## src/rtl/prpg_pkg.sv

```systemverilog
// Shared constants for the PRPG/MISR block: mode encoding, tap masks and legal widths.
package prpg_pkg;

    typedef enum logic {
        MODE_PRPG = 1'b0,
        MODE_MISR = 1'b1
    } mode_e;

    localparam int MAX_N = 32;

    // Maximal-length taps for the right-shifting Fibonacci form used by prpg_step.
    function automatic logic [MAX_N-1:0] tap_mask(input int n);
        case (n)
            4:       return 32'h0000_0003;
            8:       return 32'h0000_001D;
            16:      return 32'h0000_100B;
            32:      return 32'hC000_0401;
            default: return 32'h0000_0000;
        endcase
    endfunction

    function automatic bit legal_width(input int n);
        return (n == 4) || (n == 8) || (n == 16) || (n == 32);
    endfunction

endpackage

```

## src/rtl/prpg_if.sv

```systemverilog
// Control/status bundle between a PRPG/MISR generator and its user.
interface prpg_if #(
    parameter int N = 4
);
    logic         load;
    logic         en;
    logic         mode;
    logic [N-1:0] din;
    logic [N-1:0] seed;
    logic [N-1:0] qout;
    logic         seq_bit;
    logic [N-1:0] ones_cnt;
    logic [N-1:0] period_len;
    logic [N-1:0] period_ones;
    logic         period_valid;
    logic         lockup;

    modport master (
        output load, en, mode, din, seed,
        input  qout, seq_bit, ones_cnt, period_len, period_ones, period_valid, lockup
    );

    modport slave (
        input  load, en, mode, din, seed,
        output qout, seq_bit, ones_cnt, period_len, period_ones, period_valid, lockup
    );
endinterface

```

## src/rtl/prpg_step.sv

```systemverilog
// Combinational LFSR/MISR next state: right shift with XOR feedback, din folded in for MISR.
// Latency: zero (pure logic); backpressure: none.
module prpg_step
    import prpg_pkg::*;
#(
    parameter int N = 4
) (
    input  logic [N-1:0] qout,
    input  mode_e        mode,
    input  logic [N-1:0] din,
    output logic [N-1:0] qout_next,
    output logic         fb
);
    localparam logic [MAX_N-1:0] TAP_FULL = tap_mask(N);
    localparam logic [N-1:0]     TAP      = TAP_FULL[N-1:0];

    logic [N-1:0] shifted;

    always_comb begin
        fb        = ^(qout & TAP);
        shifted   = {fb, qout[N-1:1]};
        qout_next = (mode == MODE_MISR) ? (shifted ^ din) : shifted;
    end
endmodule

```

## src/rtl/prpg_gen.sv

```systemverilog
// PRPG/MISR generator with period length / ones statistics and PRPG lock-up flag.
// Latency: one cycle from en/load to every output; backpressure: none, steps only when en.
module prpg_gen
    import prpg_pkg::*;
#(
    parameter int N = 4
) (
    input  logic  clk,
    input  logic  rst,
    prpg_if.slave bus
);
    if (!legal_width(N)) begin : g_bad_width
        $error("prpg_gen: N must be 4, 8, 16 or 32");
    end

    logic [N-1:0] qout_q, qout_d;
    logic [N-1:0] start_q, start_d;
    mode_e        mode_q, mode_d;
    logic         seq_bit_q, seq_bit_d;
    logic [N-1:0] ones_cnt_q, ones_cnt_d;
    logic [N-1:0] step_cnt_q, step_cnt_d;
    logic [N-1:0] period_len_q, period_len_d;
    logic [N-1:0] period_ones_q, period_ones_d;
    logic         period_valid_q, period_valid_d;
    logic         lockup_q, lockup_d;

    logic [N-1:0] qout_next;
    logic         fb;
    logic         prpg_zero;

    prpg_step #(.N(N)) u_step (
        .qout      (qout_q),
        .mode      (mode_q),
        .din       (bus.din),
        .qout_next (qout_next),
        .fb        (fb)
    );

    // In PRPG mode the next state is {fb, qout[N-1:1]}, so all-zero needs only fb and the upper bits.
    assign prpg_zero = !fb && (qout_q[N-1:1] == '0);

    always_comb begin
        qout_d         = qout_q;
        start_d        = start_q;
        mode_d         = mode_q;
        seq_bit_d      = seq_bit_q;
        ones_cnt_d     = ones_cnt_q;
        step_cnt_d     = step_cnt_q;
        period_len_d   = period_len_q;
        period_ones_d  = period_ones_q;
        period_valid_d = 1'b0;
        lockup_d       = lockup_q;

        if (bus.load) begin
            mode_d     = mode_e'(bus.mode);
            qout_d     = bus.seed;
            start_d    = bus.seed;
            if ((bus.mode == MODE_PRPG) && (bus.seed == '0)) begin
                qout_d  = N'(1);
                start_d = N'(1);
            end
            seq_bit_d  = 1'b0;
            ones_cnt_d = '0;
            step_cnt_d = '0;
            lockup_d   = 1'b0;
        end else if (bus.en) begin
            seq_bit_d = qout_q[0];
            qout_d    = qout_next;
            if (mode_q == MODE_MISR) begin
                ones_cnt_d = ones_cnt_q + N'(qout_q[0]);
            end else begin
                // Zero is a fixed point of the PRPG step, so the state stays locked once reached.
                if (prpg_zero) begin
                    lockup_d = 1'b1;
                end
                if (qout_next == start_q) begin
                    period_len_d   = step_cnt_q + N'(1);
                    period_ones_d  = ones_cnt_q + N'(qout_q[0]);
                    period_valid_d = 1'b1;
                    ones_cnt_d     = '0;
                    step_cnt_d     = '0;
                end else begin
                    step_cnt_d = step_cnt_q + N'(1);
                    ones_cnt_d = ones_cnt_q + N'(qout_q[0]);
                end
            end
        end
    end

    always_ff @(posedge clk) begin
        if (rst) begin
            qout_q         <= N'(1);
            start_q        <= N'(1);
            mode_q         <= MODE_PRPG;
            seq_bit_q      <= 1'b0;
            ones_cnt_q     <= '0;
            step_cnt_q     <= '0;
            period_len_q   <= '0;
            period_ones_q  <= '0;
            period_valid_q <= 1'b0;
            lockup_q       <= 1'b0;
        end else begin
            qout_q         <= qout_d;
            start_q        <= start_d;
            mode_q         <= mode_d;
            seq_bit_q      <= seq_bit_d;
            ones_cnt_q     <= ones_cnt_d;
            step_cnt_q     <= step_cnt_d;
            period_len_q   <= period_len_d;
            period_ones_q  <= period_ones_d;
            period_valid_q <= period_valid_d;
            lockup_q       <= lockup_d;
        end
    end

    assign bus.qout         = qout_q;
    assign bus.seq_bit      = seq_bit_q;
    assign bus.ones_cnt     = ones_cnt_q;
    assign bus.period_len   = period_len_q;
    assign bus.period_ones  = period_ones_q;
    assign bus.period_valid = period_valid_q;
    assign bus.lockup       = lockup_q;
endmodule

```

## src/flat_wrapper.sv

```systemverilog
// flat-port wrapper written by rule: the top's interface ports become plain ports
module prpg_gen_flat import prpg_pkg::*;
#(
    parameter int N = 4
)
  (clk, rst, bus_load, bus_en, bus_mode, bus_din, bus_seed, bus_qout, bus_seq_bit, bus_ones_cnt, bus_period_len, bus_period_ones, bus_period_valid, bus_lockup);
  prpg_if #(.N(N)) bus_i ();
  input  logic clk;
  input  logic rst;
  input wire logic [$bits(bus_i.load)-1:0] bus_load;
  input wire logic [$bits(bus_i.en)-1:0] bus_en;
  input wire logic [$bits(bus_i.mode)-1:0] bus_mode;
  input wire logic [$bits(bus_i.din)-1:0] bus_din;
  input wire logic [$bits(bus_i.seed)-1:0] bus_seed;
  output wire logic [$bits(bus_i.qout)-1:0] bus_qout;
  output wire logic [$bits(bus_i.seq_bit)-1:0] bus_seq_bit;
  output wire logic [$bits(bus_i.ones_cnt)-1:0] bus_ones_cnt;
  output wire logic [$bits(bus_i.period_len)-1:0] bus_period_len;
  output wire logic [$bits(bus_i.period_ones)-1:0] bus_period_ones;
  output wire logic [$bits(bus_i.period_valid)-1:0] bus_period_valid;
  output wire logic [$bits(bus_i.lockup)-1:0] bus_lockup;
  assign bus_i.load = bus_load;
  assign bus_i.en = bus_en;
  assign bus_i.mode = bus_mode;
  assign bus_i.din = bus_din;
  assign bus_i.seed = bus_seed;
  assign bus_qout = bus_i.qout;
  assign bus_seq_bit = bus_i.seq_bit;
  assign bus_ones_cnt = bus_i.ones_cnt;
  assign bus_period_len = bus_i.period_len;
  assign bus_period_ones = bus_i.period_ones;
  assign bus_period_valid = bus_i.period_valid;
  assign bus_lockup = bus_i.lockup;
  prpg_gen #(.N(N)) u_core (.clk(clk), .rst(rst), .bus(bus_i));
endmodule
```

## config.mk

```make
export PLATFORM = sky130hd
export DESIGN_NAME = prpg_gen_flat
export DESIGN_NICKNAME = d
export VERILOG_FILES = /design/src/rtl/prpg_pkg.sv /design/src/rtl/prpg_if.sv /design/src/rtl/prpg_step.sv /design/src/rtl/prpg_gen.sv /design/src/flat_wrapper.sv
export SDC_FILE = /design/constraint.sdc
export NUM_CORES = 1
export LEC_CHECK = 0
export CAP_MARGIN = 40
export CELL_PAD_IN_SITES_DETAIL_PLACEMENT = 0
export CELL_PAD_IN_SITES_GLOBAL_PLACEMENT = 2
export CORE_AREA = 4 4 70 72
export CTS_BUF_LIST = sky130_fd_sc_hd__clkbuf_8
export DETAILED_ROUTE_END_ITERATION = 8
export DIE_AREA = 0 0 74 76
export GPL_ROUTABILITY_DRIVEN = 0
export PLACE_DENSITY = 0.95
export SETUP_SLACK_MARGIN = 0.5
export SYNTH_ARGS = -nofsm -noshare
export SYNTH_HDL_FRONTEND = slang
export SYNTH_HIERARCHICAL = 1
export SYNTH_SLANG_ARGS = --single-unit
```

## constraint.sdc

```tcl
create_clock -name clk -period 4.8 [get_ports clk]
set_input_delay 0.96 -clock clk [delete_from_list [all_inputs] [get_ports clk]]
set_output_delay 0.96 -clock clk [all_outputs]
set_load 0.005 [all_outputs]
```

==> results of run 1 <==
-- final cells by class --
type                    instances  share of cell area, %
clock buffers                   4                   3.15
inverters                       2                  0.429
multi-input cells             110                   43.0
flip-flops and latches         28                   32.0
well taps                      52                   3.72
repair buffers                 31                   17.7
-- metrics by stage --
step | total power, mW | hold slack [ns] | std cells | worst slack [ns] | util [%]
floorplan | 0.296 | 0.435 | 148 | 2.43 | -
global placement | 0.323 | 0.444 | 223 | 1.40 | 39.5
detailed placement | 0.324 | 0.455 | 223 | 1.34 | 39.5
CTS | 0.472 | 0.469 | 227 | 1.64 | 40.8
global route | 0.488 | 0.494 | 227 | 1.48 | 40.8
finish | 0.464 | 0.469 | 227 | 1.66 | 40.8
-- tightest hold or removal path: stages, from the launching register on --
cell	delay [ns]
dfxtp_1	0.33
inv_1	0.06
o21ai_1	0.05
-- report_power, final --
group          switching (mW)  internal [mW]
sequential            0.00833          0.240
clock                  0.0728         0.0735
combinational          0.0330         0.0369
-- sequential cells by signal (all words and copies together), names as in the netlist --
signal,cells
u_core/bus.ones_cnt,4
u_core/bus.period_len,4
u_core/bus.period_ones,4
u_core/bus.qout,4
u_core/start_q,4
u_core/step_cnt_q,4
u_core/bus.lockup,1
u_core/bus.period_valid,1
u_core/bus.seq_bit,1
u_core/mode_q,1
-- layout by cell type (no fill, tap or decap) --
master and instances:
nand2_1 11, clkbuf_8 4, o41ai_1 1, nand3_1 5, inv_1 2, a31oi_1 2
xor2_1 3, mux2i_1 12, a22o_1 2, or2_1 1, nand4_1 1, nor4_1 1
o21ai_1 3, and2b_1 1, nor3_1 2, nand2b_1 7, xor2_2 1, clkdlybuf4s50_1 31
dfxtp_1 28, nor2_1 22, or3_1 1, mux2_4 5, xnor2_1 10, ha_1 3
nand4b_1 1, nand3b_1 1, o211ai_1 1, o211a_1 1, a21oi_1 7, nor2b_1 5
-- worst min path at each step --
stage	to	cells after the start	slack (ns)
global route	u_core/start_q[0]	2	0.49
floorplan	u_core/start_q[0]	2	0.43
detailed placement	u_core/start_q[0]	2	0.46
CTS	u_core/start_q[0]	2	0.47
finish	u_core/start_q[0]	2	0.47
global placement	u_core/start_q[0]	2	0.44
-- per-layer routing --
layer	global-route usage, %	part of all wire [%]	vias to the layer above	routed length (um)
met5	0	0	-	0
met3	3.03	5.3	4	155
li1	-	-	552	-
met2	18.4	48	37	1420
met1	14.3	45	469	1330
met4	3.26	1.1	0	31
-- cell families after synthesis --
| logic type | after synthesis |
|---|---|
| compound gates | 17 |
| simple gates | 59 |
| buf+inv | 10 |
| mux | 17 |
| xor+xnor | 14 |
| fa+ha+maj | 3 |
| flops | 28 |
==> metrics.md, run 1 <==
| Metric | Value |
|---|---|
| Status | `finished, final reports clean` |
| DR DRC count | `0` |
| Crit path time final | `3.14 ns` |
| FP Rows | `24` |
| Synth Area in Compound Gates | `7.83%` |
| RR Startpoint | `u_core/bus.qout[1]` |
| Hold Path Class | `flop to flop` |
| Die width | `74 um` |
| CP endpoint | `u_core/bus.period_ones[3]` |
| Post-synthesis mux area share | `14.4%` |
| Crit path buf inv count | `1` |
| Fmax | `0.319 GHz` |
| Top-area cell type share of the netlist area | `41.3%` |
| Chip Height | `76 um` |
| CP startpoint | `bus_din[1]` |
| Xor/xnor cell area share of the yosys netlist | `9.58%` |
| Worst path top cell family by delay | `simple AND/OR/NAND/NOR gates` |
| Top post-synthesis cells by count | `28 x dfxtp_1, 22 x nor2_1, 12 x mux2i_1` |
| Mapped Cells | `148` |
| Worst EP required | `4.97 ns` |
| Fillers | `431` |
| Critical R2R Capture | `u_core/bus.period_ones[3]` |
| Register-to-Register Setup Slack | `2.21 ns` |
| DRT Pass-1 Iters | `5` |
| Die footprint | `5620 sq um` |
| Post-CTS setup buffer count | `0` |
| Gr ovfl total | `0` |
| Sequential fraction of the synthesis area | `41.3%` |
| Critical Path Sink Type | `flop` |
| Post-synthesis adder-cell area fraction | `2.76%` |
| Number of global-route vias before repair | `1,103` |
| Final Max Slew Viols | `0` |
| Worst-path fanout max | `11` |
| Post-synth EDFFs | `0` |
| NumNets Final | `192` |
| Max-Cap Viols | `0` |
| Mapped Area | `1360 sq um` |
| Design area | `1750 sq um` |
| Post-synth top area cell | `dfxtp_1` |
| Critical setup path kind | `input port to flop` |
| Total CTS buffers | `3` |
| Number of buffers added on ports | `31` |
| Distinct cells, synth | `31` |
| Storage element area | `561 sq um` |
| Initial Utilization | `31.6%` |
| Peak supply drop | `0.000141 V` |
| WL per Instance | `13.0 um` |
| Min-delay src | `u_core/start_q[0]` |
| Crit-path slowest cell | `or3_1` |
| CTS tree | `done` |
| Arr. time, crit path | `3.31 ns` |
| Hold Buf Count CTS | `0` |
| Main flop type after synthesis | `dfxtp_1` |
| Synth async-reset ratio | `0%` |
| Leakage | `0.696 nW` |
| Vias | `1,062` |
| CP most frequent cell | `xnor2_1` |
| RSZ-0062 raised after global routing | `false` |
| Tcrit/Tclk final | `65.4%` |
| ANT nets after route | `0` |
| Cells on worst reg2reg path | `6` |
| Multi-input logic area | `752 sq um` |
| Ranking of synthesized cells by area | `dfxtp_1 41%, mux2i_1 8.8%, xnor2_1 6.4%` |
| Area grow syn2layout | `28.8%` |
| Insertion delay to the later sink of the worst-skew pair | `0.27 ns` |
| PwrDens | `265 nW/um^2` |
| Syn Nets | `164` |
| DRT iter0 DRCs | `44` |
| Worst path max stage delay | `0.69 ns` |
| Clock transition at path regs | `0.10 ns` |
| #FFs+latches synth | `28` |
| First-pass GRT wire length | `5110 um` |
| Post-Synth Simple-Gate Area | `20.8%` |
| Final setup viols | `0` |
| Worst slew pin tran | `0.839 ns` |
| Top-count cell post-synth | `dfxtp_1` |
| IO Pins | `32` |
| Mean post-synth cell area | `9.18 sq um` |
| Via density | `4.68` |
| Dpl hpwl | `2260 um` |
| Core ar. | `4290 sq um` |
| PostCTS Resize Cnt | `0` |
| Critical path depth | `7` |
| ANT cells | `0` |
| Placed cell area | `1700 sq um` |
| Rel. slew slack | `43.9%` |
| Clk root buf | `clkbuf_8` |
| Antenna violations before repair | `0` |
| Crit path cell chain | `clkdlybuf4s50_1 -> nand2_1 -> xnor2_1 -> xnor2_1 -> nand4_1 -> or3_1 -> mux2_4` |
| TNS Setup | `0 ns` |
| Total of warnings raised by yosys | `6` |
| Endpoints failing hold | `0` |
| Gr usage total | `11.2%` |
| Main combinational cell family by area after synthesis | `simple AND/OR/NAND/NOR gates` |
| CTS sink count | `28` |
| Routed wire length | `2940 um` |
| Final worst clock skew | `0.00405 ns` |
| Startpoint Class | `input port` |
| Pin count of the biggest net entering global routing | `27` |
| Longest Clk Path Bufs | `2` |
| Ratio of cells with drive above 1 in the final layout | `5.71%` |
| H-tree depth | `1` |
(Power assumes the default switching activity.)
==> run 2, diff against run 1 <==
Settings changed: CORE_AREA 4 4 70 72 to 4 4 73 75, DIE_AREA 0 0 74 76 to 0 0 77 79, PLACE_DENSITY 0.95 to 0.9.
Clock period 4.8 ns to 3.02 ns, I/O delays scaled along.
==> run 2 against run 1 <==
First-iteration DRC count is 4.5% higher. Clock skew hardly changed. Highest routed layer unchanged. Cell area is 2.3% higher. Critical endpoint is now u_core/bus.period_len[0].
==> metrics.md, run 2 (synthesis gave the netlist of run 1 again) <==
| Metric | Value |
|---|---|
| Gr ovfl total | `0 (unchanged)` |
| Worst EP required | `3.19 ns (was 4.97 ns)` |
| Crit path buf inv count | `1 (unchanged)` |
| Max-Cap Viols | `0 (unchanged)` |
| Endpoints failing hold | `0 (unchanged)` |
| Rel. slew slack | `69.1% (was 43.9%)` |
| Peak supply drop | `0.000266 V (was 0.000141 V)` |
| Multi-input logic area | `752 sq um (unchanged)` |
| Number of buffers added on ports | `31 (unchanged)` |
| Final setup viols | `0 (unchanged)` |
| Crit path time final | `2.43 ns` |
| Die footprint | `6080 sq um (was 5620 sq um)` |
| Longest Clk Path Bufs | `2 (unchanged)` |
| Via density | `4.63 (was 4.68)` |
| WL per Instance | `12.5 um (was 13.0 um)` |
| CTS tree | `done (unchanged)` |
| NumNets Final | `197 (was 192)` |
| Chip Height | `79 um (was 76 um)` |
| ANT nets after route | `0 (unchanged)` |
| Die width | `77 um (was 74 um)` |
| Initial Utilization | `29.2% (was 31.6%)` |
| Crit-path slowest cell | `or3_1 (unchanged)` |
| Worst path max stage delay | `0.58 ns (was 0.69 ns)` |
| First-pass GRT wire length | `4740 um (was 5110 um)` |
| Worst slew pin tran | `0.463 ns (was 0.839 ns)` |
| Clk root buf | `clkbuf_8 (unchanged)` |
| Final worst clock skew | `0.00373 ns (was 0.00405 ns)` |
| ANT cells | `0 (unchanged)` |
| Pin count of the biggest net entering global routing | `16 (was 27)` |
| Critical setup path kind | `input port to flop (unchanged)` |
| PostCTS Resize Cnt | `0 (unchanged)` |
| Insertion delay to the later sink of the worst-skew pair | `0.27 ns (about the same)` |
| Ratio of cells with drive above 1 in the final layout | `8.33% (was 5.71%)` |
| TNS Setup | `0 ns (unchanged)` |
| Total CTS buffers | `3 (unchanged)` |
| Commonest non-fill, non-tap cells in the layout | `31 x clkdlybuf4s50_1, 28 x dfxtp_1, 22 x nor2_1 (unchanged)` |
| IO Pins | `32 (unchanged)` |
| Arr. time, crit path | `2.60 ns (was 3.31 ns)` |
| Number of global-route vias before repair | `963 (was 1,103)` |
| Critical Path Sink Type | `flop (unchanged)` |
| FP Rows | `25 (was 24)` |
| Clock transition at path regs | `0.09 ns (was 0.10 ns)` |
| Core Util, Final | `38.4% (was 40.8%)` |
| DR DRC count | `0 (unchanged)` |
| Routed wire length | `2920 um (was 2940 um)` |
| Final Max Slew Viols | `0 (unchanged)` |
| Worst path top cell family by delay | `simple AND/OR/NAND/NOR gates (unchanged)` |
| Status | `finished, final reports clean (unchanged)` |
| Gr usage total | `9.53% (was 11.2%)` |
| Core ar. | `4660 sq um (was 4290 sq um)` |
| Storage element area | `561 sq um (unchanged)` |
| Fillers | `478 (was 431)` |
| Dpl hpwl | `2170 um (was 2260 um)` |
| PwrDens | `414 nW/um^2 (was 265 nW/um^2)` |
| Commonest non-fill, non-tap cell in the layout | `clkdlybuf4s50_1 (unchanged)` |
| DRT Pass-1 Iters | `4 (was 5)` |
| Post-CTS setup buffer count | `0 (unchanged)` |
| Crit path cell chain | `clkdlybuf4s50_1 -> nand2_1 -> xnor2_1 -> xnor2_1 -> nand4_1 -> or3_1 -> mux2_4 (unchanged)` |
| Vias | `1,084 (was 1,062)` |
| Fmax | `0.412 GHz` |
| CP most frequent cell | `xnor2_1 (unchanged)` |
| DRT iter0 DRCs | `46 (was 44)` |
| Antenna violations before repair | `0 (unchanged)` |
| Hold Buf Count CTS | `0 (unchanged)` |
| Leakage | `0.719 nW (was 0.696 nW)` |
| Area grow syn2layout | `31.8% (was 28.8%)` |
| Tcrit/Tclk final | `80.4%` |
| CTS sink count | `28 (unchanged)` |
| Worst-path fanout max | `8 (was 11)` |
| Hold Path Class | `flop to flop (unchanged)` |
| RSZ-0062 raised after global routing | `false (unchanged)` |
| Startpoint Class | `input port (unchanged)` |
| H-tree depth | `1 (unchanged)` |
[run 2: per-layer routing]
metal  track usage, %  wire, um  vias up
met3             3.06       160        4
met4             2.67        27        0
li1                 -         -      563
met1             12.7      1490      492
met2             14.8      1240       25
met5                0         0        -
[run 2: cell type report]
class                   instances  area share (%)
inverters                       2           0.419
clock buffers                   4            3.07
repair buffers                 36            19.4
flip-flops and latches         28            31.3
well taps                      54            3.77
multi-input cells             110            42.0
[run 2: path summary, 6_finish.rpt]
kind | end | slack, ns | cells past startpoint | start
min | u_core/start_q[0] | 0.47 | 2 | u_core/start_q[0]
max reg2reg | u_core/bus.period_len[0] | 0.81 | 6 | u_core/mode_q
max | u_core/bus.period_len[0] | 0.59 | 7 | bus_din[2]
min reg2reg | u_core/start_q[0] | 0.47 | 2 | u_core/start_q[0]
[run 2: power by group]
group | internal [mW] | switching (mW)
Combinational | 0.0636 | 0.0539
Clock | 0.117 | 0.113
Sequential | 0.381 | 0.0139
Total | 0.561 | 0.181
[run 2: worst min-delay path: stages, from the launching register on]
cell and delay, ns:
dfxtp_1 0.33, inv_1 0.05, o21ai_1 0.05
[run 2: stage by stage]
step / area [sq um] / std cells / total power, mW / setup WS, ns / hold slack (ns)
floorplan: 1360 / 148 / 0.470 / 1.01 / 0.435
global placement: 1740 / 230 / 0.521 / 0.306 / 0.453
detailed placement: 1740 / 230 / 0.521 / 0.298 / 0.455
CTS: 1790 / 234 / 0.754 / 0.600 / 0.468
global route: 1790 / 234 / 0.776 / 0.501 / 0.485
finish: 1790 / 234 / 0.742 / 0.591 / 0.471
==> run 3, diff against run 2 <==
Settings changed: CORE_AREA 4 4 73 75 to 4 4 76 78, DIE_AREA 0 0 77 79 to 0 0 80 82, PLACE_DENSITY 0.9 to 0.87.
Clock period 3.02 ns to 2.2 ns, I/O delays scaled along.
==> run 3 against run 2 <==
Cell area is 11% higher. Critical path depth is 1 lower. Count of clock-buffer cells in the layout is 1 lower. Die area is 7.8% higher. Worst setup slack worse by 0.25 ns. Critical path type is now flop to flop.
==> metrics.md, run 3 (synthesis gave the netlist of run 1 again) <==
| Metric | Value |
|---|---|
| Status | `finished, final reports clean (unchanged)` |
| Crit-path slowest cell | `or3_4 (was or3_1)` |
| CTS sink count | `28 (unchanged)` |
| Fin worst setup slack | `0.345 ns (was 0.591 ns)` |
| NumNets Final | `208 (was 197)` |
| Multi-input logic area | `808 sq um (was 752 sq um)` |
| Fmax | `0.539 GHz` |
| Total CTS buffers | `3 (unchanged)` |
| Pin count of the biggest net entering global routing | `17 (was 16)` |
| Arr. time, crit path | `2.03 ns (was 2.60 ns)` |
| Critical setup path kind | `flop to flop (was input port to flop)` |
| Gr ovfl total | `0 (unchanged)` |
| Core ar. | `5070 sq um (was 4660 sq um)` |
| RSZ-0062 raised after global routing | `true (was false)` |
| Clock transition at path regs | `0.10 ns (was 0.09 ns)` |
| Commonest non-fill, non-tap cells in the layout | `25 x clkdlybuf4s50_1, 22 x nor2_1, 21 x dfxtp_1 (was 31 x clkdlybuf4s50_1, 28 x dfxtp_1, 22 x nor2_1)` |
| Clk root buf | `clkbuf_8 (unchanged)` |
| Final worst clock skew | `0.00603 ns (was 0.00373 ns)` |
| Leakage | `0.842 nW (was 0.719 nW)` |
| Number of global-route vias before repair | `1,114 (was 963)` |
| Longest Clk Path Bufs | `2 (unchanged)` |
| ANT nets after route | `0 (unchanged)` |
| Worst path top cell family by delay | `simple AND/OR/NAND/NOR gates (unchanged)` |
| Worst EP required | `2.37 ns (was 3.19 ns)` |
| Die width | `80 um (was 77 um)` |
| DR DRC count | `0 (unchanged)` |
| ANT cells | `0 (unchanged)` |
| Fillers | `544 (was 478)` |
| Hold Path Class | `flop to flop (unchanged)` |
| First-pass GRT wire length | `5210 um (was 4740 um)` |
| Worst-path fanout max | `7 (was 8)` |
| Crit path cell chain | `xor2_4 -> xnor2_2 -> xnor2_1 -> nand4_1 -> or3_4 -> mux2_4 (was clkdlybuf4s50_1 -> nand2_1 -> xnor2_1 -> xnor2_1 -> nand4_1 -> or3_1 -> mux2_4)` |
| Endpoints failing hold | `0 (unchanged)` |
| Worst slew pin tran | `0.338 ns (was 0.463 ns)` |
| CTS tree | `done (unchanged)` |
| Antenna violations before repair | `0 (unchanged)` |
| Crit path buf inv count | `0 (was 1)` |
| Max-Cap Viols | `0 (unchanged)` |
| Rel. slew slack | `77.5% (was 69.1%)` |
| Final setup viols | `0 (unchanged)` |
| Gr usage total | `9.90% (was 9.53%)` |
| Dpl hpwl | `2310 um (was 2170 um)` |
| Placed cell area | `1800 sq um (was 1740 sq um)` |
| Insertion delay to the later sink of the worst-skew pair | `0.27 ns (about the same)` |
| Peak supply drop | `0.000335 V (was 0.000266 V)` |
| Worst path max stage delay | `0.42 ns (was 0.58 ns)` |
| Design area | `1980 sq um (was 1790 sq um)` |
| DRT Pass-1 Iters | `4 (unchanged)` |
| Finished Layout Cells | `261 (was 234)` |
| Placed Cells | `252 (was 230)` |
| FP Rows | `26 (was 25)` |
| Final Max Slew Viols | `0 (unchanged)` |
| Ratio of cells with drive above 1 in the final layout | `22.0% (was 8.33%)` |
| Vias | `1,128 (was 1,084)` |
| Die footprint | `6560 sq um (was 6080 sq um)` |
| Tcrit/Tclk final | `84.3%` |
| Storage element area | `574 sq um (was 561 sq um)` |
| H-tree depth | `1 (unchanged)` |
| WL per Instance | `11.8 um (was 12.5 um)` |
| DRT iter0 DRCs | `45 (was 46)` |
| PwrDens | `578 nW/um^2 (was 414 nW/um^2)` |
| Crit path time final | `1.86 ns` |
| Critical Path Sink Type | `flop (unchanged)` |
| Initial Utilization | `26.8% (was 29.2%)` |
| Number of buffers added on ports | `31 (unchanged)` |
| Routed wire length | `3090 um (was 2920 um)` |
| Hold Buf Count CTS | `0 (unchanged)` |
| Area grow syn2layout | `45.9% (was 31.8%)` |
| Startpoint Class | `flop (was input port)` |
| Post-place setup slack | `-0.314 ns (was 0.298 ns)` |
| IO Pins | `32 (unchanged)` |
| Commonest non-fill, non-tap cell in the layout | `clkdlybuf4s50_1 (unchanged)` |
| Chip Height | `82 um (was 79 um)` |
| Via density | `4.32 (was 4.63)` |
[run 3: worst paths after layout]
| path | from | to | slack, ns | cells past startpoint |
|---|---|---|---|---|
| max | u_core/bus.qout[0] | u_core/bus.period_len[2] | 0.34 | 6 |
| min | u_core/start_q[0] | u_core/start_q[0] | 0.48 | 2 |
| max reg2reg | u_core/bus.qout[0] | u_core/bus.period_len[2] | 0.34 | 6 |
| min reg2reg | u_core/start_q[0] | u_core/start_q[0] | 0.48 | 2 |
[run 3: power by group]
| group | switching, mW | total (mW) | internal, mW |
|---|---|---|---|
| Clock | 0.164 | 0.407 | 0.244 |
| Combinational | 0.0856 | 0.196 | 0.110 |
| Sequential | 0.0187 | 0.542 | 0.524 |
| Total | 0.268 | 1.15 | 0.878 |
[run 3: per-stage QoR]
| stage | utilization (%) | setup TNS [ns] | hold slack, ns | power (mW) |
|---|---|---|---|---|
| global route | 39.1 | 0 | 0.502 | 1.21 |
| detailed placement | 35.5 | -2.46 | 0.459 | 0.726 |
| CTS | 38.7 | 0 | 0.476 | 1.15 |
| floorplan | - | 0 | 0.435 | 0.645 |
| finish | 39.1 | 0 | 0.476 | 1.15 |
| global placement | 35.5 | -2.17 | 0.455 | 0.726 |
[run 3: final cells by class]
type,count,share of cell area (%)
sequential,28,29.0
multi-input combinational,110,40.8
clock buffer,3,2.08
tap,70,4.42
inverter,2,0.379
timing repair buffer,47,21.9
clock inverter,1,1.51
[run 3: repair_timing]
item,CTS,global route
setup endpoints to repair,11,16
gates resized for setup,17,7
endpoints found under the hold margin,0,0
buffers inserted,4,1
pin swaps,11,0
[run 3: metal layers]
layer / up-vias / GRT usage, % / routed length [um]
met4: 0 / 1.52 / 19
met1: 518 / 12.8 / 1510
met3: 2 / 2.96 / 202
li1: 583 / - / -
met2: 25 / 16.6 / 1360
met5: - / 0 / 0
[run 3: worst register-to-register path: stages (launching register included)]
cell and delay (ns):
dfxtp_4 0.37, xor2_4 0.19, xnor2_2 0.19, xnor2_1 0.14, nand4_1 0.13, or3_4 0.42, mux2_4 0.32
